`config.mk`:
```
export PLATFORM = sky130hd
export DESIGN_NAME = ex_trap_ctrl
export DESIGN_NICKNAME = d
export VERILOG_FILES = /design/src/rtl/ex_trap_ctrl.sv
export SDC_FILE = /design/constraint.sdc
export NUM_CORES = 1
export LEC_CHECK = 0
export CAP_MARGIN = 20
export CORE_MARGIN = 2
export CORE_UTILIZATION = 35
export CTS_CLUSTER_DIAMETER = 200
export DETAILED_ROUTE_END_ITERATION = 10
export SLEW_MARGIN = 25
export SYNTH_ARGS = -nofsm -noshare
export SYNTH_HDL_FRONTEND = slang
export SYNTH_SLANG_ARGS = --single-unit
```
`constraint.sdc`:
```
create_clock -name clk -period 5 [get_ports clk]
set_input_delay 1 -clock clk [delete_from_list [all_inputs] [get_ports clk]]
set_output_delay 1 -clock clk [all_outputs]
set_load 0.05 [all_outputs]
```
`src/rtl/ex_trap_ctrl.sv`:
```
// ex_trap_ctrl: external interrupt request controller feeding the core's
// external trap port.
//
// Each raw source passes through a three-flop synchroniser. Edge-type sources
// latch a rising edge into a pending bit. Level-type sources expose the
// synchronised level directly. Enabled pending requests are arbitrated by
// fixed priority, where the lowest index wins. The winner is then offered to
// the core on a valid/ready handshake.
//
// Ports:
//   clk                 system clock
//   rst                 asynchronous active-high reset
//   irq_src             raw interrupt sources (asynchronous to clk)
//   irq_en              per-source enable (synchronous to clk)
//   core_ex_trap_valid  registered request to the core
//   core_ex_trap_ready  core accepts the request
//   trap_id             index of the requesting source, stable while valid
//   pend                pending vector before enable masking
//   trap_cnt            number of completed handshakes (wraps)
//
// state | meaning
// ------+--------------------------------------------------------------
// IDLE  | no request outstanding; picks a winner when any request is seen
// REQ   | valid held high with a fixed trap_id until the core accepts
// HOLD  | one forced low cycle on valid after each handshake
module ex_trap_ctrl #(
  parameter int                 SRC_NUM   = 8,
  parameter int                 ID_W      = 3,
  parameter logic [SRC_NUM-1:0] EDGE_MASK = {SRC_NUM{1'b1}}
) (
  input  logic               clk,
  input  logic               rst,
  input  logic [SRC_NUM-1:0] irq_src,
  input  logic [SRC_NUM-1:0] irq_en,
  output logic               core_ex_trap_valid,
  input  logic               core_ex_trap_ready,
  output logic [ID_W-1:0]    trap_id,
  output logic [SRC_NUM-1:0] pend,
  output logic [15:0]        trap_cnt
);

  typedef enum logic [1:0] {
    IDLE = 2'd0,
    REQ  = 2'd1,
    HOLD = 2'd2
  } state_t;

  state_t             state_q, state_d;
  logic [SRC_NUM-1:0] s1_q, s2_q, s3_q;
  logic [SRC_NUM-1:0] pend_edge_q, pend_edge_d;
  logic               valid_q, valid_d;
  logic [ID_W-1:0]    trap_id_q, trap_id_d;
  logic [15:0]        cnt_q, cnt_d;

  logic [SRC_NUM-1:0] edge_evt;
  logic [SRC_NUM-1:0] pend_clr;
  logic [SRC_NUM-1:0] req;
  logic [ID_W-1:0]    win_id;
  logic               hs;

  assign edge_evt = s2_q & ~s3_q;

  // Level sources have no storage; they simply mirror the synchronised input.
  assign pend = (pend_edge_q & EDGE_MASK) | (s2_q & ~EDGE_MASK);
  assign req  = pend & irq_en;
  assign hs   = (state_q == REQ) && valid_q && core_ex_trap_ready;

  // Walk from the top down so that the lowest set index is the last one written.
  always_comb begin
    win_id = '0;
    for (int i = SRC_NUM - 1; i >= 0; i--) begin
      if (req[i]) win_id = ID_W'(i);
    end
  end

  always_comb begin
    pend_clr = '0;
    for (int i = 0; i < SRC_NUM; i++) begin
      pend_clr[i] = hs && (trap_id_q == ID_W'(i));
    end
  end

  // The set term is ORed in after the clear, so a new edge arriving on the
  // handshake cycle is kept.
  assign pend_edge_d = ((pend_edge_q & ~pend_clr) | edge_evt) & EDGE_MASK;

  always_comb begin
    state_d   = state_q;
    valid_d   = valid_q;
    trap_id_d = trap_id_q;
    cnt_d     = cnt_q;
    case (state_q)
      IDLE: begin
        if (req != '0) begin
          valid_d   = 1'b1;
          trap_id_d = win_id;
          state_d   = REQ;
        end
      end
      REQ: begin
        // No retraction: the request holds even if its source goes away.
        if (hs) begin
          valid_d = 1'b0;
          cnt_d   = cnt_q + 16'd1;
          state_d = HOLD;
        end
      end
      HOLD: begin
        valid_d = 1'b0;
        state_d = IDLE;
      end
      default: begin
        valid_d = 1'b0;
        state_d = IDLE;
      end
    endcase
  end

  always_ff @(posedge clk or posedge rst) begin
    if (rst) begin
      s1_q        <= '0;
      s2_q        <= '0;
      s3_q        <= '0;
      pend_edge_q <= '0;
      state_q     <= IDLE;
      valid_q     <= 1'b0;
      trap_id_q   <= '0;
      cnt_q       <= '0;
    end else begin
      s1_q        <= irq_src;
      s2_q        <= s1_q;
      s3_q        <= s2_q;
      pend_edge_q <= pend_edge_d;
      state_q     <= state_d;
      valid_q     <= valid_d;
      trap_id_q   <= trap_id_d;
      cnt_q       <= cnt_d;
    end
  end

  assign core_ex_trap_valid = valid_q;
  assign trap_id            = trap_id_q;
  assign trap_cnt           = cnt_q;

endmodule

```
Yosys cells after proc, flatten, opt, wreduce, memory -nomap -nowiden
Cells that the tools add are included.
- add/sub/neg operators: 1
- $mul: 0
- divide/modulo/power cells: 0
- $lt $le $gt $ge: 0
- eq/ne operators: 10
- shift operators: 0
- muxes and demuxes: 14
- bitwise operators: 6
- reductions and logical operators: 16
- operators by type and width (kind ; number):
    $and A8 B8 Y8 ; 3
    $mux W3 ; 8
    $add A16 B1 Y16 const B ; 1
    $not A8 Y8 ; 2
    $eq A3 B3 Y1 const B ; 4
    $logic_and A1 B1 Y1 ; 10
    $or A8 B8 Y8 ; 1
    $reduce_bool A8 Y1 ; 1
    $eq A3 B2 Y1 const B ; 2
    $reduce_and A2 Y1 ; 3
    $mux W2 ; 2
    $ne A2 B2 Y1 const B ; 2
    $pmux W2 S2 ; 1
    $eq A3 B1 Y1 const B ; 1
    $logic_not A3 Y1 ; 1
    $eq A2 B1 Y1 const B ; 1
    $logic_not A2 Y1 ; 1
    $mux W1 ; 2
    $pmux W1 S2 ; 1
- bits in registers: 54
- latch bits: 0
- memory bits (writable): 0
- ROM bits: 0
- output and inout bits: 28
- logic and storage cells: 55
- memories kept: 0

Longest topological paths before layout
- depth in word-level cells: 9
- gate-level depth with buffers: 5

Least setup slack after synthesis
Ideal clock, no wire load.
- path type: input to register
- start point: input irq_en[2]
- end point: register trap_id_q[0] (netlist: trap_id[0])
- setup time: 125 ps
- data arrival time: 1858 ps
- data required time: 4875 ps
- setup slack: 3017 ps
- cell stages on the path: 4
- path through: a22oi_1 > nand2_1 > o21ai_0 > mux2_2
- word-level cells in the longest chain between the ends: 4
- ends and longest elaborated chain (item ; RTL line ; RTL):
    start, declared ; 34 ; input logic [SRC_NUM-1:0] irq_en,
    $and A8 B8 Y8 (*) ; 65 ; assign req = pend & irq_en;
    $mux W3 (3 in a row) ; 72 ; if (req[i]) win_id = ID_W'(i);
    end signal, assigned ; 136 ; trap_id_q <= trap_id_d;
    end, declared ; 52 ; logic [ID_W-1:0] trap_id_q, trap_id_d;
Every way passes the cells marked *; elsewhere a longest branch is shown, timed or not.
A chain may end at the register's enable or synchronous reset.

Final worst setup path
- start point: register cnt_q[4] (netlist: trap_cnt[4])
- end point: output trap_cnt[4]
- RTL lines (item ; RTL line ; RTL):
    start, declared ; 53 ; logic [15:0] cnt_q, cnt_d;
    start signal, assigned ; 137 ; cnt_q <= cnt_d;
    end, declared ; 39 ; output logic [15:0] trap_cnt
No word-level cell between the ends.

==> metrics.yaml <==
placed_design:
  io_buffers: 46
  place_hpwl_mm: 2.63
  place_ws_ns: 2.42
  gp_congestion: 0.767
critical_path:
  reg2reg_to: "trap_id[0]"
  path_max_fanout: 6
  start_kind: "flop"
  cpLargestDelayFamily: "buffers and inverters"
  r2r_slack_ns: 3.40
  r2r_start: "pend[2]"
  critPathSlowestCell: "clkdlybuf4s50_1"
  critical_path_arrival_ns: 1.67
  reg2regPathDepth: 4
  crit_buf_inv: 1
  path_cells: "clkdlybuf4s50_1"
  worst-setup-path-type: "reg -> out"
  crit_path_end_kind: "output port"
  worstPathRequired_ns: 4.00
  critPathMaxStageDelay_ns: 0.86
grt:
  grt_overflow: 0
  grt_pass1_wl_mm: 6.15
  antenna_found_initial: 0
  grt_max_degree: 54
  track_usage: 0.129
  grt_pass1_vias: 1284
synth:
  yosysTopAreaCellShare: 0.673
  syn_inst: 152
  yosysUniqueCellTypes: 28
  yosys-top-cells-area: "dfrtp_1 67%, xnor2_1 4.4%, o21ai_0 4.3%, nand2_1 2.7%, inv_1 2.3%"
  syn_nets: 172
  synth_ff_type: "dfrtp_1"
  ys_seq_area_frac: 0.673
  yosysWarnings: 0
  async_reset_ff_frac: 1.00
  avgSynthCellArea_um2: 13.0
  synth_area_um2: 1970
  synth_edf_count: 0
  ys_ff_latch: 53
  yosysTopAreaCell: "dfrtp_1"
power:
  ir_worst_vdd_mv: 0.180
  p_leak_nw: 1.17
  p_per_area_nw_per_um2: 495
clocking:
  numCtsBuffers: 5
  cts_max_level: 2
  clk_transition_reported_paths_ns: 0.10
  holdBufCountCts: 0
  cts_tree: "built"
  clk_latency_ns: 0.31
  clock_sinks: 53
  clockRootBuffer: "clkbuf_8"
  ctsResizeCount: 0
  post_cts_buffers: 0
  clk_path_buf_depth: 2
floorplan:
  start_util: 0.360
  rows: 27
  die_w_um: 79.1
  num_io_pins: 47
  core_um2: 5470
  die_h_um: 79.1
  dieArea_um2: 6250
timing:
  timing.slew.headroom: 0.576
  drv_slew: 0
  setup_viol: 0
  finalCritPeriodShare: 0.535
  worstMarginPinSlew_ns: 0.636
  skew_ns: 0.00780
  fin_ws_ns: 2.33
  setup_tns_ns: 0
  rsz0062_at_grt: "no"
  hold_viol_final: 0
  finalCriticalPeriod_ns: 2.67
  fmax_mhz: 374
routing:
  detail_route.wl_per_cell_um: 12.9
  dr.pass1.iters: 4
  drc_errors: 0
  wirelength_mm: 3.60
  via_per_inst: 4.49
  ant_nets: 0
  vias: 1254
  drt_iter0_drc: 25
cells_and_area:
  insertedDiodeCount: 0
  syn2layout_area_growth_pct: 33.2
  drive_above_1_share: 0.0870
  nNetsFinal: 226
run:
  cap_violations: 0
min_path:
  hold_class: "reg -> reg"
  hold_end: "s2_q[0]"
  hold_path.startpoint: "s1_q[0]"
  holdPathStages: 0
status:
  status: "completed"
==> through the flow <==
stage	instance area [um2]	total power, mW	hold WS, ns	instances	utilization
after floorplan	1970	0.884	0.331	152	-
final	2630	1.30	0.357	279	0.480
after detailed placement	2530	1.06	0.335	271	0.462
after global routing	2630	1.38	0.368	279	0.480
after CTS	2630	1.32	0.360	279	0.480
after global placement	2530	1.06	0.331	271	0.462
==> synthesized netlist by cell type, types with 2 or more instances <==
master / n
nand2_1: 14
inv_1: 12
a32oi_1: 2
o21ai_0: 17
nor2_1: 4
xor2_1: 5
dfrtp_1: 53
a21oi_1: 4
nand2b_1: 3
nand3_1: 6
a22oi_1: 4
o31ai_1: 2
xnor2_1: 10
nor4_4: 2
==> sequential cells by signal, summed over array words and instances, names as in the netlist <==
name,count
trap_id,3
s1_q,8
s3_q,8
s2_q,8
trap_cnt,16
state_q,2
pend,8
==> layout by cell type, fill, tap and decap left out, types with 5 or more instances in the layout <==
| cell type | instances |
|---|---|
| o21ai_0 | 17 |
| nand3_1 | 6 |
| nand2_1 | 14 |
| clkbuf_8 | 5 |
| dfrtp_1 | 53 |
| xor2_1 | 5 |
| clkdlybuf4s50_1 | 46 |
| xnor2_1 | 10 |
| inv_1 | 11 |
==> cells by family (layout without fill, tap and decap cells) <==
family	Yosys count	after routing	synth area share
flops	53	53	0.673
mux	1	1	0.00571
simple gates	39	39	0.133
fa+ha+maj	1	1	0.00634
buf+inv	12	67	0.0228
compound gates	31	31	0.0933
xor+xnor	15	15	0.0666
==> metal layers <==
metal  share of wire  vias to the layer above  global-route usage
li1                -                      627                   -
met1            0.47                      604               0.167
met2            0.48                       18               0.203
met3           0.033                        5              0.0318
met4           0.020                        0              0.0621
met5               0                        -                   0
==> worst max-delay path by stage <==
stage                     start           to  slack [ns]  depth (start not counted)
detailed placement    irq_en[2]   trap_id[0]        2.42                          5
global route        trap_cnt[4]  trap_cnt[4]        2.26                          1
finish              trap_cnt[4]  trap_cnt[4]        2.33                          1
CTS                 trap_cnt[4]  trap_cnt[4]        2.30                          1
floorplan                   rst      pend[0]        2.71                          1
global placement      irq_en[2]   trap_id[0]        2.45                          5
==> report_power, final <==
group | internal (mW) | switching (mW)
Sequential | 0.495 | 0.0881
Clock | 0.105 | 0.146
Combinational | 0.167 | 0.300
==> area by class of cell <==
type	count	area (um2)
repair buffers	47	468
well taps	72	90.1
fillers	501	2850
inverters	12	45.0
clock buffers	5	68.8
clock inverters	3	28.8
multi-input cells	87	601
flip-flops and latches	53	1330
Power figures use the tool's default switching activity.
